$ cat src/rtl/window_addr_gen.sv
// Address sequencer for convolution windows: emits a KxK row-major scope burst or a
// persistent, auto-advancing kernel-weight pointer burst under a valid/ready handshake.
module window_addr_gen #(
  parameter int unsigned ADDR_W      = 14,
  parameter int unsigned KSZ_W       = 3,
  parameter int unsigned KMAX        = 7,
  parameter int unsigned KERNEL_BASE = 0
) (
  input  logic              clk,
  input  logic              rst,
  input  logic              start,
  input  logic [1:0]        mode,
  input  logic [ADDR_W-1:0] base,
  input  logic [ADDR_W-1:0] pitch,
  input  logic [KSZ_W-1:0]  ksize,
  input  logic              kclr,
  input  logic              ready,
  output logic [ADDR_W-1:0] addr,
  output logic              addr_valid,
  output logic              last,
  output logic              busy,
  output logic              done,
  output logic              err
);

  localparam logic [KSZ_W-1:0]  KMAX_K = KSZ_W'(KMAX);
  localparam logic [ADDR_W-1:0] KBASE  = ADDR_W'(KERNEL_BASE);

  typedef enum logic [1:0] {
    ST_IDLE  = 2'd0,
    ST_SCOPE = 2'd1,
    ST_KERN  = 2'd2,
    ST_DONE  = 2'd3
  } state_t;

  state_t            r_state, w_state_nxt;
  logic [ADDR_W-1:0] r_addr, w_addr_nxt;
  logic              r_valid, w_valid_nxt;
  logic              r_last, w_last_nxt;
  logic              r_busy, w_busy_nxt;
  logic              r_done, w_done_nxt;
  logic              r_err, w_err_nxt;
  logic [ADDR_W-1:0] r_row_base, w_row_base_nxt;
  logic [ADDR_W-1:0] r_pitch, w_pitch_nxt;
  logic [ADDR_W-1:0] r_kptr, w_kptr_nxt;
  logic [KSZ_W-1:0]  r_k, w_k_nxt;
  logic [KSZ_W-1:0]  r_col, w_col_nxt;
  logic [KSZ_W-1:0]  r_row, w_row_nxt;

  logic              w_k_ok;
  logic              w_accept;
  logic [KSZ_W-1:0]  w_kmax1;

  assign w_k_ok   = (ksize != '0) && (ksize <= KMAX_K);
  assign w_accept = r_valid && ready;
  assign w_kmax1  = r_k - KSZ_W'(1);

  // State and datapath registers
  always_ff @(posedge clk or negedge rst) begin
    if (!rst) begin
      r_state    <= ST_IDLE;
      r_addr     <= '0;
      r_valid    <= 1'b0;
      r_last     <= 1'b0;
      r_busy     <= 1'b0;
      r_done     <= 1'b0;
      r_err      <= 1'b0;
      r_row_base <= '0;
      r_pitch    <= '0;
      r_kptr     <= KBASE;
      r_k        <= '0;
      r_col      <= '0;
      r_row      <= '0;
    end else begin
      r_state    <= w_state_nxt;
      r_addr     <= w_addr_nxt;
      r_valid    <= w_valid_nxt;
      r_last     <= w_last_nxt;
      r_busy     <= w_busy_nxt;
      r_done     <= w_done_nxt;
      r_err      <= w_err_nxt;
      r_row_base <= w_row_base_nxt;
      r_pitch    <= w_pitch_nxt;
      r_kptr     <= w_kptr_nxt;
      r_k        <= w_k_nxt;
      r_col      <= w_col_nxt;
      r_row      <= w_row_nxt;
    end
  end

  // Next-state and next-output logic; both burst types walk the same KxK row/col counters
  always_comb begin
    w_state_nxt    = r_state;
    w_addr_nxt     = r_addr;
    w_valid_nxt    = r_valid;
    w_last_nxt     = r_last;
    w_busy_nxt     = r_busy;
    w_done_nxt     = 1'b0;
    w_err_nxt      = 1'b0;
    w_row_base_nxt = r_row_base;
    w_pitch_nxt    = r_pitch;
    w_kptr_nxt     = r_kptr;
    w_k_nxt        = r_k;
    w_col_nxt      = r_col;
    w_row_nxt      = r_row;

    case (r_state)
      ST_IDLE: begin
        if (kclr) w_kptr_nxt = KBASE;
        if (start) begin
          if (mode == 2'b01 && w_k_ok) begin
            w_state_nxt    = ST_SCOPE;
            w_k_nxt        = ksize;
            w_pitch_nxt    = pitch;
            w_row_base_nxt = base;
            w_col_nxt      = '0;
            w_row_nxt      = '0;
            w_addr_nxt     = base;
            w_valid_nxt    = 1'b1;
            w_busy_nxt     = 1'b1;
            w_last_nxt     = (ksize == KSZ_W'(1));
          end else if (mode == 2'b10 && w_k_ok) begin
            w_state_nxt    = ST_KERN;
            w_k_nxt        = ksize;
            w_col_nxt      = '0;
            w_row_nxt      = '0;
            w_addr_nxt     = w_kptr_nxt;
            w_valid_nxt    = 1'b1;
            w_busy_nxt     = 1'b1;
            w_last_nxt     = (ksize == KSZ_W'(1));
          end else if (mode != 2'b00) begin
            w_err_nxt      = 1'b1;
          end
        end
      end

      ST_SCOPE, ST_KERN: begin
        if (w_accept) begin
          if (r_state == ST_KERN) w_kptr_nxt = r_kptr + ADDR_W'(1);
          if (r_last) begin
            w_state_nxt = ST_DONE;
            w_valid_nxt = 1'b0;
            w_last_nxt  = 1'b0;
            w_busy_nxt  = 1'b0;
            w_done_nxt  = 1'b1;
          end else begin
            if (r_col == w_kmax1) begin
              w_col_nxt = '0;
              w_row_nxt = r_row + KSZ_W'(1);
            end else begin
              w_col_nxt = r_col + KSZ_W'(1);
            end
            // Scope rows advance by adding pitch to a running row base, never by multiplying
            if (r_state == ST_SCOPE && r_col == w_kmax1) begin
              w_row_base_nxt = r_row_base + r_pitch;
              w_addr_nxt     = r_row_base + r_pitch;
            end else begin
              w_addr_nxt     = r_addr + ADDR_W'(1);
            end
            w_last_nxt = (w_col_nxt == w_kmax1) && (w_row_nxt == w_kmax1);
          end
        end
      end

      ST_DONE: begin
        w_state_nxt = ST_IDLE;
      end

      default: begin
        w_state_nxt = ST_IDLE;
      end
    endcase
  end

  assign addr       = r_addr;
  assign addr_valid = r_valid;
  assign last       = r_last;
  assign busy       = r_busy;
  assign done       = r_done;
  assign err        = r_err;

endmodule

$ cat config.mk
export PLATFORM = sky130hd
export DESIGN_NAME = window_addr_gen
export DESIGN_NICKNAME = d
export VERILOG_FILES = /design/src/rtl/window_addr_gen.sv
export SDC_FILE = /design/constraint.sdc
export NUM_CORES = 1
export LEC_CHECK = 0
export CELL_PAD_IN_SITES_DETAIL_PLACEMENT = 1
export CELL_PAD_IN_SITES_GLOBAL_PLACEMENT = 1
export CORE_MARGIN = 1
export CORE_UTILIZATION = 35
export CTS_CLUSTER_SIZE = 28
export DETAILED_ROUTE_END_ITERATION = 10
export PLACE_DENSITY = 0.74
export SYNTH_ARGS = -nofsm -noshare
export SYNTH_HDL_FRONTEND = slang
export SYNTH_SLANG_ARGS = --single-unit
$ cat constraint.sdc
create_clock -name clk -period 3.6 [get_ports clk]
set_clock_uncertainty 0.15 [all_clocks]
set_input_delay 1.08 -clock clk [delete_from_list [all_inputs] [get_ports clk]]
set_output_delay 1.08 -clock clk [all_outputs]
set_load 0.05 [all_outputs]
==> results of run 1 <==
## where the power goes
| part | switching, mW | internal (mW) |
|---|---|---|
| clock network | 0.336 | 0.534 |
| registers | 0.370 | 1.13 |
| logic | 2.58 | 1.74 |
## layout by cell type, fill, tap and decap left out, types with 7 or more instances in the layout
| master | instances |
|---|---|
| a211oi_1 | 7 |
| a21o_1 | 7 |
| a21oi_1 | 42 |
| a22o_1 | 9 |
| a31oi_1 | 12 |
| buf_4 | 17 |
| clkbuf_16 | 9 |
| clkdlybuf4s50_1 | 55 |
| dfrtp_1 | 71 |
| ha_1 | 21 |
| inv_1 | 16 |
| mux2_2 | 22 |
| mux2i_1 | 16 |
| nand2_1 | 57 |
| nand3_1 | 18 |
| nand3b_1 | 11 |
| nand4_1 | 11 |
| nor2_1 | 35 |
| nor2b_1 | 9 |
| nor3_1 | 16 |
| nor3b_1 | 8 |
| o21ai_0 | 35 |
| xnor2_1 | 16 |
## cell families (layout without fill, tap and decap cells)
| group | after synthesis | count (layout) | share of synthesized area |
|---|---|---|---|
| flops | 71 | 71 | 0.357 |
| buf+inv | 44 | 104 | 0.0390 |
| fa+ha+maj | 23 | 23 | 0.0594 |
| mux | 38 | 38 | 0.0820 |
| simple gates | 199 | 199 | 0.206 |
| compound gates | 159 | 159 | 0.213 |
| xor+xnor | 23 | 23 | 0.0435 |
## worst min-delay path, stage by stage, from the launching register on
cell	delay (ns)
dfrtp_1	0.35
nand2b_1	0.07
o21ai_2	0.05
## path summary, 6_finish.rpt
path	to	slack, ns	start	cells past startpoint
worst min register to register	r_row_base[12]$_DFFE_PN0P_	0.36	r_row_base[12]$_DFFE_PN0P_	2
max in group asynchronous	r_pitch[11]$_DFFE_PN0P_	1.95	rst	1
worst max-delay path	addr[9]$_DFFE_PN0P_	0.32	mode[1]	8
min in group asynchronous	r_k[1]$_DFFE_PN0P_	0.73	rst	1
worst min-delay path	r_row_base[12]$_DFFE_PN0P_	0.36	r_row_base[12]$_DFFE_PN0P_	2
worst max register to register	last$_DFFE_PN0P_	0.49	r_k[0]$_DFFE_PN0P_	8
## metrics by stage
stage / total power, mW / utilization / hold WS [ns] / instance area [um^2] / std cells
after floorplan: 4.54 / - / 0.307 / 4970 / 557
after detailed placement: 5.75 / 0.417 / 0.342 / 5790 / 783
after CTS: 6.68 / 0.438 / 0.353 / 6070 / 797
after global placement: 5.59 / 0.417 / 0.328 / 5790 / 783
final: 6.68 / 0.438 / 0.357 / 6070 / 797
after global routing: 7.17 / 0.438 / 0.378 / 6070 / 797
## final cells by class
cell class | instances | area [um^2] | share of cell area
clock buffers | 14 | 284 | 0.0468
well taps | 180 | 225 | 0.0371
flip-flops and latches | 71 | 1780 | 0.293
repair buffers | 74 | 718 | 0.118
inverters | 16 | 60.1 | 0.00989
multi-input cells | 442 | 3010 | 0.495
## registers in the layout, summed over array words and instances (netlist names)
name / flops
addr: 14
busy: 1
done: 1
err: 1
last: 1
r_col: 3
r_k: 3
r_kptr: 14
r_pitch: 14
r_row: 3
r_row_base: 14
r_state: 2
## metal layers
metal | wire length (um) | GRT usage | share of wire | vias up
met5 | 0 | 0 | 0 | -
met4 | 350 | 0.0864 | 0.023 | 0
met3 | 607 | 0.0305 | 0.039 | 24
met2 | 7350 | 0.366 | 0.47 | 99
met1 | 7210 | 0.296 | 0.46 | 2279
li1 | - | - | - | 2175
==> metrics.txt, run 1 <==
outcome completed; Port Buffers 56; slowest cell delay on critical path a little under 0.6 ns; CTS tree done; die height around 120 um; Worst setup EP type register; Worst Path Max Fanout 12; Top-Level Pins between 50 and 60; drt pass-1 iters 4; # rows 43; critical path type primary input to register; Die Area 14,700 um^2; leakage power about 2.4 nW; Clock Latency Late Sink ~0.34 ns; antenna fix cells 0; sequential share of the synthesized area 0.357; Mean Syn Cell Area 8.93 um^2; relative slew slack 0.371; DR WL/cell approximately 19 um; via count 4,577; initial DRC count 296; Final Cycle Share 0.912; GPL Wtd Cong about 0.86; PwrDens roughly 1100 nW/um^2; largest net degree at the start of global routing 72; DP Wirelength around 11 mm; Final setup viols 0; vias per cell roughly 5.7; area fraction of the dominant cell type after synthesis 0.357; final slew viol count 0; Hold Buf Count CTS 0; final hold vios 0; share of cells above drive strength 1 0.105; Setup crit start kind primary input; Core ar. between 10,000 and 15,000 um^2; Reg clk slew, reported paths around 0.060 ns; Detailed Route WL 15.5 mm; RSZ-0062 raised after global routing false; synth cell count leaders 71 x dfrtp_1, 57 x nand2_1, 42 x a21oi_1; Post-Route Setup TNS 0 ns; arrival time worst endpoint ~3.4 ns; ys flop type dfrtp_1; area leader, netlist dfrtp_1; Max-cap violations 0; fin crit period roughly 3.3 ns; flops & latches, synth 71; Syn Nets approximately 620; count of different cell masters after synthesis 62; most numerous cell in the Yosys netlist dfrtp_1; Initial Utilization 0.358; clock sink count 71; GRT Residual Overflow 0; cells along the critical path clkdlybuf4s50_1 > xor2_1 > a31oi_1 > or2_2 > buf_4 > a2111oi_0 > nor2_1 > o31a_1; CTS buffer count 9; EDFF count, synth 0; vias in the first global route ~4,700; area growth from synthesis to layout 22.1%; first-pass GRT wire length roughly 25 mm; mapped cell area 4970 um^2; Slowest-stage cell, CP clkdlybuf4s50_1; Req. time, crit path 3.68 ns; number of remaining DRC errors 0; path type of the worst min-delay path register to register; Die W between 100 and 150 um; clk root buf clkbuf_16; f_max 305 MHz; Layout Nets just under 700; postcts setup bufs 0; worst vdd ir around 0.32 mV; # H-tree levels 3; fillers 1,639; family with the most delay on the worst path compound AO/OA/AOI/OAI gates; dpl ws 0.0716 ns; setup ws final ~0.32 ns; Synth area leaders dfrtp_1 36%, ha_1 5.5%, mux2_2 5.0%; Post-synth ARST share 1.00; Slew @ Worst Pin around 0.94 ns; Ys Warns 0; WP buf/inv 2; initial antenna violation count 0; Gate Count Post-Synth around 560; Final ANT Viol Nets 0; Clock Path Buffers 2; total track usage 0.223; Resized Gates After CTS 0
(Power assumes the default switching activity.)
==> inputs of run 2 (changes only) <==
--- a/config.mk
+++ b/config.mk
@@ -9,9 +9,11 @@
 export CELL_PAD_IN_SITES_GLOBAL_PLACEMENT = 1
 export CORE_MARGIN = 1
 export CORE_UTILIZATION = 35
+export CTS_CLUSTER_DIAMETER = 30
 export CTS_CLUSTER_SIZE = 28
 export DETAILED_ROUTE_END_ITERATION = 10
-export PLACE_DENSITY = 0.74
+export DONT_BUFFER_PORTS = 1
+export PLACE_DENSITY = 0.68
 export SYNTH_ARGS = -nofsm -noshare
 export SYNTH_HDL_FRONTEND = slang
 export SYNTH_SLANG_ARGS = --single-unit
==> metrics.txt, run 2 (synthesis gave the netlist of run 1 again) <==
outcome completed; Final ANT Viol Nets 0 (unchanged); Initial Utilization 0.358 (unchanged); cell area after layout 5450 um^2 (-10%); # rows 43 (unchanged); Die W 121 um (unchanged); Core ar. 13,900 um^2 (unchanged); vias in the first global route 4,604 (-2.6%); top routing layer in use met4; final slew viol count 0 (unchanged); Top-Level Pins 57 (unchanged); critical path type register to register; Req. time, crit path 3.71 ns (+0.03 ns); Power Internal 3.13 mW (-7.8%); Met1 Wirelength 6.67 mm (-7.5%); Setup crit start kind register; path type of the worst min-delay path primary input to async pin; drt pass-1 iters 4 (unchanged); largest net degree at the start of global routing 72 (unchanged); Clock Path Buffers 2 (unchanged); Detailed Route WL 15.1 mm (-3.0%); Resized Gates After CTS 0 (unchanged); Sw Share 0.505 (+0.0135); first-pass GRT wire length 24.6 mm (-2.7%); number of remaining DRC errors 0 (unchanged); GRT Residual Overflow 0 (unchanged); CTS tree done; Port Buffers 0 (-100%); DP Wirelength 10.8 mm (-5.7%); Psw 3.20 mW (-2.7%); share of cells above drive strength 1 0.114 (+0.00894); die height 121 um (unchanged); initial antenna violation count 0 (unchanged); worst hold slack 0.277 ns (-0.0805 ns); met2 wire length 7.36 mm (+0.18%); initial DRC count 166 (-44%); Max-cap violations 0 (unchanged); Layout Nets 618 (-8.4%); Slew @ Worst Pin 0.678 ns (-0.266 ns); R2R cell count 8 (unchanged); sequential power share 0.250 (+0.026); area growth from synthesis to layout 9.64%; arrival time worst endpoint 3.23 ns (-0.13 ns); Met3 Routed Length 664 um (+9.4%); worst vdd ir 0.460 mV (+43%); # H-tree levels 3 (unchanged); vias per cell 5.84 (+1.7%); final hold vios 0 (unchanged); relative slew slack 0.548 (+0.177); postcts setup bufs 0 (unchanged); fin crit period 3.12 ns (-0.158 ns); total track usage 0.221 (-0.00229); commonest cells after routing, fill and taps aside 71 x dfrtp_1, 57 x nand2_1, 42 x a21oi_1; f_max 320 MHz (+5.1%); clk root buf clkbuf_16; Final Cycle Share 0.868 (-0.0439); GPL Wtd Cong 0.862 (about the same); PwrDens 1160 nW/um^2 (+5.5%); clock sink count 71 (unchanged); via count 4,321 (-5.6%); Die Area 14,700 um^2 (unchanged); most common cell after layout, fill and taps aside dfrtp_1; Clock Power Share 0.128 (-0.002); antenna fix cells 0 (unchanged); Post-Route Setup TNS 0 ns (unchanged); Comb pwr share 0.623 (-0.023); RSZ-0062 raised after global routing false; Worst Path Max Fanout 6 (-6); Final setup viols 0 (unchanged); Worst setup EP type register; DR WL/cell 20.3 um (+4.5%); Clock Latency Late Sink 0.35 ns (about the same); fillers 1,635 (-0.24%); Reg clk slew, reported paths 0.06 ns (about the same); CTS buffer count 9 (unchanged); leakage power 2.18 nW (-9.9%); Hold Buf Count CTS 0 (unchanged); dpl cell area 5200 um^2 (-10%)
## run 2: cell count changes in the layout (fill, tap and decap cells not counted)
cell and change:
clkdlybuf4s50_1 -55, clkbuf_8 -4, clkinv_2 +4, buf_12 -2
clkbuf_1 -1, clkinvlp_4 +1
## run 2: area by class of cell
| type | instances | area, um^2 | area share |
|---|---|---|---|
| multi-input cells | 442 | 3010 | 0.552 |
| clock inverters | 5 | 27.5 | 0.00505 |
| flip-flops and latches | 71 | 1780 | 0.326 |
| inverters | 16 | 60.1 | 0.0110 |
| well taps | 180 | 225 | 0.0413 |
| clock buffers | 9 | 225 | 0.0413 |
| repair buffers | 17 | 128 | 0.0234 |
## run 2: power by group through the flow
stage	clock (mW)	combinational, mW	sequential [mW]
2_1_floorplan	0	2.91	1.63
3_3_place_gp	0	3.74	1.58
3_5_place_dp	0	3.89	1.60
4_1_cts	0.822	3.94	1.59
5_1_grt	0.857	4.33	1.64
6_report	0.807	3.94	1.58
## run 2: per-stage QoR
stage                     std cells   util  setup WS, ns  total power [mW]
after floorplan                 557      -         0.435              4.54
after global placement          726  0.375         0.475              5.32
after detailed placement        726  0.375         0.456              5.49
after CTS                       740  0.393         0.487              6.35
after global routing            740  0.393         0.349              6.82
final                           740  0.393         0.476              6.33
## run 2: metal layers
metal	up-vias	global-route usage
met4	0	0.0880
met1	2168	0.270
met2	67	0.364
met3	24	0.0625
li1	2062	-
met5	-	0
## run 2: worst paths after layout
| check | startpoint | to | slack [ns] |
|---|---|---|---|
| worst min-delay path | rst | last$_DFFE_PN0P_ | 0.28 |
| worst max-delay path | r_k[0]$_DFFE_PN0P_ | last$_DFFE_PN0P_ | 0.48 |
| max in group asynchronous | rst | r_row_base[9]$_DFFE_PN0P_ | 2.90 |
| min in group clk | r_kptr[12]$_DFFE_PN0P_ | r_kptr[12]$_DFFE_PN0P_ | 0.35 |
| worst min register to register | r_kptr[12]$_DFFE_PN0P_ | r_kptr[12]$_DFFE_PN0P_ | 0.35 |
| worst max register to register | r_k[0]$_DFFE_PN0P_ | last$_DFFE_PN0P_ | 0.48 |
## run 2: critical path, cell delays in order (launching register included)
cell and delay, ns:
dfrtp_1 0.40, inv_1 0.08, ha_1 0.39, xnor2_1 0.31, or2_0 0.32, nor3_1 0.10, or4b_2 0.69, a2111o_1 0.37
o31ai_1 0.23
